## src/rtl/rr_arb_pkg.sv

```systemverilog
// Shared definitions for the round-robin arbiter slice: index-width helpers,
// the grant queue state encoding and the default requester count.
package rr_arb_pkg;

  localparam int DEF_WIDTH = 4;

  typedef enum logic [1:0] {
    EMPTY = 2'd0,
    ONE   = 2'd1,
    FULL  = 2'd2
  } state_t;

  function automatic int clog2(input int n);
    int r;
    int v;
    r = 0;
    v = n - 1;
    while (v > 0) begin
      r++;
      v = v >> 1;
    end
    return r;
  endfunction

  // A single requester still needs a one-bit index.
  function automatic int idx_width(input int n);
    return (clog2(n) < 1) ? 1 : clog2(n);
  endfunction

endpackage

```

## src/rtl/grant_encoder_if.sv

```systemverilog
// Grant-in / index-out channel of grant_encoder; the master side drives the
// grant and the ack, the slave side is the encoder.
interface grant_encoder_if
  import rr_arb_pkg::*;
#(
  parameter int WIDTH = DEF_WIDTH
);
  localparam int IDXW = idx_width(WIDTH);

  logic [WIDTH-1:0] grant_in;
  logic             grant_valid;
  logic             grant_ready;
  logic [IDXW-1:0]  idx_out;
  logic             idx_valid;
  logic             idx_ack;
  logic [1:0]       occupancy;
  logic             onehot_err;

  modport master (
    output grant_in, grant_valid, idx_ack,
    input  grant_ready, idx_out, idx_valid, occupancy, onehot_err
  );

  modport slave (
    input  grant_in, grant_valid, idx_ack,
    output grant_ready, idx_out, idx_valid, occupancy, onehot_err
  );
endinterface

```

## src/rtl/onehot_to_bin.sv

```systemverilog
// Priority encoder: the lowest set bit of vec wins; multi_hot flags a vector
// with more than one bit set.
module onehot_to_bin
  import rr_arb_pkg::*;
#(
  parameter int WIDTH = DEF_WIDTH,
  parameter int IDXW  = idx_width(WIDTH)
) (
  input  logic [WIDTH-1:0] vec,
  output logic [IDXW-1:0]  idx,
  output logic             multi_hot
);

  always_comb begin
    // NOTE: default assignment first so no path through the loop infers a latch.
    idx = '0;
    // Scanning downward lets the lowest set bit overwrite any higher one.
    for (int i = WIDTH - 1; i >= 0; i--) begin
      if (vec[i]) idx = IDXW'(i);
    end
  end

  assign multi_hot = (vec & (vec - WIDTH'(1))) != '0;

endmodule

```

## src/rtl/grant_encoder.sv

```systemverilog
// One-hot grant to binary index encoder with a 2-entry skid queue.
// Optional multi-hot detection is enabled by defining GRANT_ENCODER_ONEHOT_CHECK_EN.
module grant_encoder
  import rr_arb_pkg::*;
#(
  parameter int WIDTH = DEF_WIDTH
) (
  input logic            clock,
  input logic            reset,
  grant_encoder_if.slave bus
);

  localparam int IDXW = idx_width(WIDTH);

  state_t          state;
  logic [IDXW-1:0] head;
  logic [IDXW-1:0] tail;
  logic            valid_q;
  logic            ready_q;
  logic [1:0]      occ_q;

  logic [IDXW-1:0] enc_idx;
  logic            multi_hot;
  logic            push;
  logic            pop;

  onehot_to_bin #(
    .WIDTH (WIDTH),
    .IDXW  (IDXW)
  ) u_enc (
    .vec       (bus.grant_in),
    .idx       (enc_idx),
    .multi_hot (multi_hot)
  );

  // A zero grant is accepted but stores nothing, so it never counts as a push.
  assign push = bus.grant_valid & ready_q & (bus.grant_in != '0);
  assign pop  = bus.idx_ack & valid_q;

  // All outputs are registered alongside the state so none depends on idx_ack.
  always_ff @(posedge clock or negedge reset) begin
    if (!reset) begin
      state   <= EMPTY;
      head    <= '0;
      tail    <= '0;
      valid_q <= 1'b0;
      ready_q <= 1'b1;
      occ_q   <= 2'd0;
    end else begin
      // NOTE: non-blocking assignments so every register samples pre-edge values.
      case (state)
        EMPTY: begin
          if (push) begin
            head    <= enc_idx;
            valid_q <= 1'b1;
            occ_q   <= 2'd1;
            state   <= ONE;
          end
        end
        ONE: begin
          if (push && pop) begin
            head <= enc_idx;
          end else if (push) begin
            tail    <= enc_idx;
            ready_q <= 1'b0;
            occ_q   <= 2'd2;
            state   <= FULL;
          end else if (pop) begin
            valid_q <= 1'b0;
            occ_q   <= 2'd0;
            state   <= EMPTY;
          end
        end
        FULL: begin
          if (pop) begin
            head    <= tail;
            ready_q <= 1'b1;
            occ_q   <= 2'd1;
            state   <= ONE;
          end
        end
        default: begin
          valid_q <= 1'b0;
          ready_q <= 1'b1;
          occ_q   <= 2'd0;
          state   <= EMPTY;
        end
      endcase
    end
  end

  assign bus.idx_out     = head;
  assign bus.idx_valid   = valid_q;
  assign bus.grant_ready = ready_q;
  assign bus.occupancy   = occ_q;

`ifdef GRANT_ENCODER_ONEHOT_CHECK_EN
  logic err_q;

  // Sticky until reset; the offending entry is still queued as its lowest bit.
  always_ff @(posedge clock or negedge reset) begin
    if (!reset) begin
      err_q <= 1'b0;
    end else if (push && multi_hot) begin
      err_q <= 1'b1;
    end
  end

  assign bus.onehot_err = err_q;
`else
  logic unused_multi_hot;

  assign unused_multi_hot = multi_hot;
  assign bus.onehot_err   = 1'b0;
`endif

endmodule

```

## src/flat_wrapper.sv

```systemverilog
// flat-port wrapper written by rule: the top's interface ports become plain ports
module grant_encoder_flat import rr_arb_pkg::*;
#(
  parameter int WIDTH = DEF_WIDTH
)
  (clock, reset, bus_grant_in, bus_grant_valid, bus_idx_ack, bus_grant_ready, bus_idx_out, bus_idx_valid, bus_occupancy, bus_onehot_err);
  grant_encoder_if #(.WIDTH(WIDTH)) bus_i ();
  input logic clock;
  input logic reset;
  input wire logic [$bits(bus_i.grant_in)-1:0] bus_grant_in;
  input wire logic [$bits(bus_i.grant_valid)-1:0] bus_grant_valid;
  input wire logic [$bits(bus_i.idx_ack)-1:0] bus_idx_ack;
  output wire logic [$bits(bus_i.grant_ready)-1:0] bus_grant_ready;
  output wire logic [$bits(bus_i.idx_out)-1:0] bus_idx_out;
  output wire logic [$bits(bus_i.idx_valid)-1:0] bus_idx_valid;
  output wire logic [$bits(bus_i.occupancy)-1:0] bus_occupancy;
  output wire logic [$bits(bus_i.onehot_err)-1:0] bus_onehot_err;
  assign bus_i.grant_in = bus_grant_in;
  assign bus_i.grant_valid = bus_grant_valid;
  assign bus_i.idx_ack = bus_idx_ack;
  assign bus_grant_ready = bus_i.grant_ready;
  assign bus_idx_out = bus_i.idx_out;
  assign bus_idx_valid = bus_i.idx_valid;
  assign bus_occupancy = bus_i.occupancy;
  assign bus_onehot_err = bus_i.onehot_err;
  grant_encoder #(.WIDTH(WIDTH)) u_core (.clock(clock), .reset(reset), .bus(bus_i));
endmodule
```

## config.mk

```make
export PLATFORM = sky130hd
export DESIGN_NAME = grant_encoder_flat
export DESIGN_NICKNAME = d
export VERILOG_FILES = /design/src/rtl/rr_arb_pkg.sv /design/src/rtl/grant_encoder_if.sv /design/src/rtl/onehot_to_bin.sv /design/src/rtl/grant_encoder.sv /design/src/flat_wrapper.sv
export SDC_FILE = /design/constraint.sdc
export NUM_CORES = 1
export LEC_CHECK = 0
export ABC_AREA = 1
export CORE_AREA = 5 5 42 44
export CTS_CLUSTER_DIAMETER = 150
export DETAILED_ROUTE_END_ITERATION = 16
export DIE_AREA = 0 0 47 49
export PLACE_DENSITY = 0.77
export SLEW_MARGIN = 20
export SYNTH_ARGS = -nofsm -noshare
export SYNTH_HDL_FRONTEND = slang
export SYNTH_HIERARCHICAL = 1
export SYNTH_SLANG_ARGS = --single-unit
```

## constraint.sdc

```tcl
create_clock -name clock -period 1.57 [get_ports clock]
set_input_delay 0.157 -clock clock [delete_from_list [all_inputs] [get_ports clock]]
set_output_delay 0.157 -clock clock [all_outputs]
set_load 0.02 [all_outputs]
```

After elaboration in Yosys (flattened, before gate mapping). Index checks and enable logic that the tools add are counted.

Eq/ne operators: 10. Multiplexer cells: 23. Bitwise operators: 6. Reductions and logical operators: 9.

Operator list (count): 2-to-1 mux 2 bit (12); one-hot mux 2 bit (3 select lines) (2); AND reduction 4 bit (3); inequality test 2 x 1 -> 1 bit (second input constant) (5); 2-to-1 mux 1 bit (7); one-hot mux 1 bit (3 select lines) (2); AND reduction 5 bit (1); inequality test 2 bit (second input constant) (2); nonzero test 4 bit (1); bitwise AND 1 bit (3); inequality test 3 x 1 -> 1 bit (second input constant) (1); inverter 1 bit (3); AND reduction 3 bit (1); nonzero test 3 bit (1); equality test 2 x 1 -> 1 bit (second input constant) (1); equality test 2 bit (second input constant) (1); logical NOT 2 bit (1); logical AND 1 bit (1).

Flip-flop bits (word level): 8. Bits of input ports: 8.

Depth between registers and ports, before layout.
Depth after elaboration: 6. Gate-level depth with buffers: 7. Depth with buffers taken out: 7.

Cells and area by module. Netlist, hierarchy kept.

Modules (own cells, without submodules): grant_encoder (instances 1, cells each 66, area an instance 462.9 um2); onehot_to_bin (instances 1, cells each 13, area an instance 53.8 um2).

Least setup slack after synthesis. No wires, ideal clock.

Path type: reg-to-reg. From: register u_core.ready_q (netlist: u_core/bus.grant_ready). To: register u_core.occ_q[0] (netlist: u_core/bus.occupancy[0]). Setup time: 118 ps. Data arrival time: 1071 ps. Data required time: 1452 ps. Setup slack: 381 ps. Stages on the path, launching flop included: 7. Path buffers: 0. Clock period less this slack: 1189 ps. Cell sequence: dfstp_2 > nand2_1 > inv_1 > nand2_1 > nand2_1 > xor2_1 > inv_1.

Longest elaborated chain between the ends: 5. Elaborated cells on any way between the ends: 10.

Ends and longest elaborated chain: start, declared (RTL line grant_encoder.sv:19) `logic ready_q;`; start signal, assigned (RTL line grant_encoder.sv:47) `ready_q <= 1'b1;`; start signal, assigned (RTL line grant_encoder.sv:65) `ready_q <= 1'b0;`; start signal, assigned (RTL line grant_encoder.sv:77) `ready_q <= 1'b1;`; bitwise AND 1 bit * (2 in series) (RTL line grant_encoder.sv:37) `assign push = bus.grant_valid & ready_q & (bus.grant_in != '0);`; 2-to-1 mux 2 bit or logical AND 1 bit (tied branches) (RTL line grant_encoder.sv:63, grant_encoder.sv:61); 2-to-1 mux 2 bit or inequality test 2 bit (tied branches); one-hot mux 2 bit (3 select lines) or AND reduction 4 bit (tied branches); end signal, assigned (RTL line grant_encoder.sv:56) `occ_q <= 2'd1;`; end signal, assigned (RTL line grant_encoder.sv:66) `occ_q <= 2'd2;`; end signal, assigned (RTL line grant_encoder.sv:70) `occ_q <= 2'd0;`; end, declared (RTL line grant_encoder.sv:20) `logic [1:0] occ_q;`.

Mark *: on every way between the ends. The rest lies on a longest branch, timed or not. The select of a mux whose other input is x is not followed. A chain may end at the register's enable or synchronous reset.

Worst setup path in the final report.
From: register u_core.occ_q[1] (netlist: u_core/bus.occupancy[1]). To: output bus_occupancy[1].

RTL lines: start signal, assigned (RTL line grant_encoder.sv:48) `occ_q <= 2'd0;`; start signal, assigned (RTL line grant_encoder.sv:56); start signal, assigned (RTL line grant_encoder.sv:66); end, declared (RTL line flat_wrapper.sv:16) `output wire logic [$bits(bus_i.occupancy)-1:0] bus_occupancy;`.

No word-level cell between the ends.

==> impl_metrics.py <==
metrics = {
    "pwr": {
        "power_leakage_nw": 0.347,
        "vdd_drop_max_mv": 0.728,
        "p_per_area_mw_per_mm2": 1850,
    },
    "timing": {
        "max_freq_mhz": 668,
        "skew_ns": 0.00957,
        "fin_crit_sh": 0.954,
        "setup_ws_ns": 0.0720,
        "rsz0062_at_grt": "false",
        "setup_viol_count_final": 0,
        "finalSetupTns_ns": 0,
        "finalCriticalPeriod_ns": 1.50,
        "finalHoldViolCount": 0,
        "final-max-slew-violation-count": 0,
    },
    "routing": {
        "vias": 471,
        "drtIter0Drc": 7,
        "viasPerCell": 4.53,
        "final_antenna_net_count": 0,
        "drcViolationCount": 0,
        "dr.pass1.iters": 4,
        "wl_um": 1040,
        "wl_per_cell_um": 10.0,
    },
    "flow_run": {
        "cap_violations": 0,
    },
    "die": {
        "die_h_um": 49,
        "initial_utilization": 0.350,
        "die_area_mm2": 0.00230,
        "core-area_mm2": 0.00140,
        "pin_count": 15,
        "die_x_um": 47,
        "rows": 14,
    },
    "place": {
        "post_dp_cell_area_um2": 633,
        "dpl.hpwl_um": 792,
        "port_buffers": 13,
        "place_congestion": 0.775,
        "dp_slack_ns": 0.198,
        "dpl.cell_count": 100,
    },
    "clock_network": {
        "cts_setup_buffers": 0,
        "h-tree-depth": 1,
        "numClockSinks": 8,
        "clock_path_buffers": 2,
        "cts_tree": "done",
        "path_clk_slew_ns": 0.07,
        "clock_latency_ns": 0.26,
        "cts-root-buf": "clkbuf_4",
        "numCtsBuffers": 3,
    },
    "hold_path": {
        "hold_class": "in -> async",
    },
    "setup_path": {
        "path_cells": "clkdlybuf4s50_1",
        "cp-start-kind": "register",
        "crit_fanout": 6,
        "crit_buf_inv": 1,
        "cpMaxStageDelayCell": "clkdlybuf4s50_1",
        "cp_slowest_stage_delay_ns": 0.64,
        "cp.required_ns": 1.41,
        "end_kind": "output pin",
        "crit_type": "reg -> out",
        "cp_data_arrival_time_ns": 1.34,
        "path_delay_family": "buffers and inverters",
    },
    "yosys": {
        "synth_warnings": 6,
        "avgSynthCellArea_um2": 6.81,
        "synth_cells": 72,
        "syn_area_um2": 490,
        "synth.net_count": 80,
    },
    "cells_and_area": {
        "syn_to_final_growth_pct": 34.9,
        "instances_no_fill": 104,
        "final_area_um2": 662,
        "antenna_cells": 0,
        "drive_gt1_frac": 0.136,
        "fillCellCount": 158,
        "nets": 97,
    },
    "global_route": {
        "grt_remaining_overflow": 0,
        "grt_pass1_wl_um": 1770,
        "antenna_found_initial": 0,
        "grt.total_usage": 0.107,
        "grt_pass1_vias": 440,
        "grt_max_degree": 9,
    },
    "status": {
        "status": "complete, no violations",
    },
}
[power breakdown]
group	switching [mW]	internal, mW
Sequential	0.0741	0.307
Clock	0.0820	0.0979
Combinational	0.391	0.269
Total	0.547	0.674
[per-stage QoR]
stage	util	total power [mW]	hold WS, ns
floorplan	-	0.820	-0.139
global placement	0.452	1.04	0.457
detailed placement	0.452	1.05	0.463
CTS	0.471	1.24	0.182
global route	0.472	1.35	0.185
finish	0.472	1.22	0.170
[registers in the layout, indices dropped and copies added, names as in the netlist]
register,cells
u_core/tail,2
u_core/bus.grant_ready,1
u_core/bus.idx_valid,1
u_core/bus.occupancy,2
u_core/bus.idx_out,2
[layer usage]
| layer | GRT usage | share of wire | wire length [um] |
|---|---|---|---|
| met1 | 0.133 | 0.45 | 469 |
| met4 | 0.0553 | 0.020 | 21 |
| met2 | 0.161 | 0.49 | 506 |
| met3 | 0.0332 | 0.044 | 46 |
| met5 | 0 | 0 | 0 |
[placed cells by master (no fill, tap or decap), drive strengths merged]
cell type and count:
xor2 1, clkbuf 4, clkdlybuf4s50 12, dfstp 1, nor3 1, nor2 7
nand2 25, a21oi 4, conb 1, nand3 6, inv 13, o21ai 5
dfrtp 7, dlymetal6s2s 1
[final timing paths]
path                                          from                 endpoint  slack, ns  cells after the start
max                        u_core/bus.occupancy[1]         bus_occupancy[1]       0.07                      1
min                                          reset           u_core/tail[1]       0.17                      1
max reg2reg                 u_core/bus.grant_ready  u_core/bus.occupancy[0]       0.38                      6
min reg2reg                  u_core/bus.idx_out[1]    u_core/bus.idx_out[1]       0.48                      2
max in group asynchronous                    reset   u_core/bus.grant_ready       1.08                      1
min in group clock           u_core/bus.idx_out[1]    u_core/bus.idx_out[1]       0.48                      2
[what timing repair did]
action	4_1_cts	5_1_grt
hold endpoints to repair	0	0
resized for setup	0	1
hold buffers	0	0
setup endpoints to repair	0	1
[layout make-up]
class / instances / area, um^2 / area share
clock buffers: 4 / 26.3 / 0.0397
well taps: 16 / 20.0 / 0.0302
flip-flops and latches: 8 / 201 / 0.304
repair buffers: 13 / 133 / 0.200
inverters: 13 / 48.8 / 0.0737
multi-input cells: 50 / 233 / 0.352
Power figures use the tool's default switching activity.
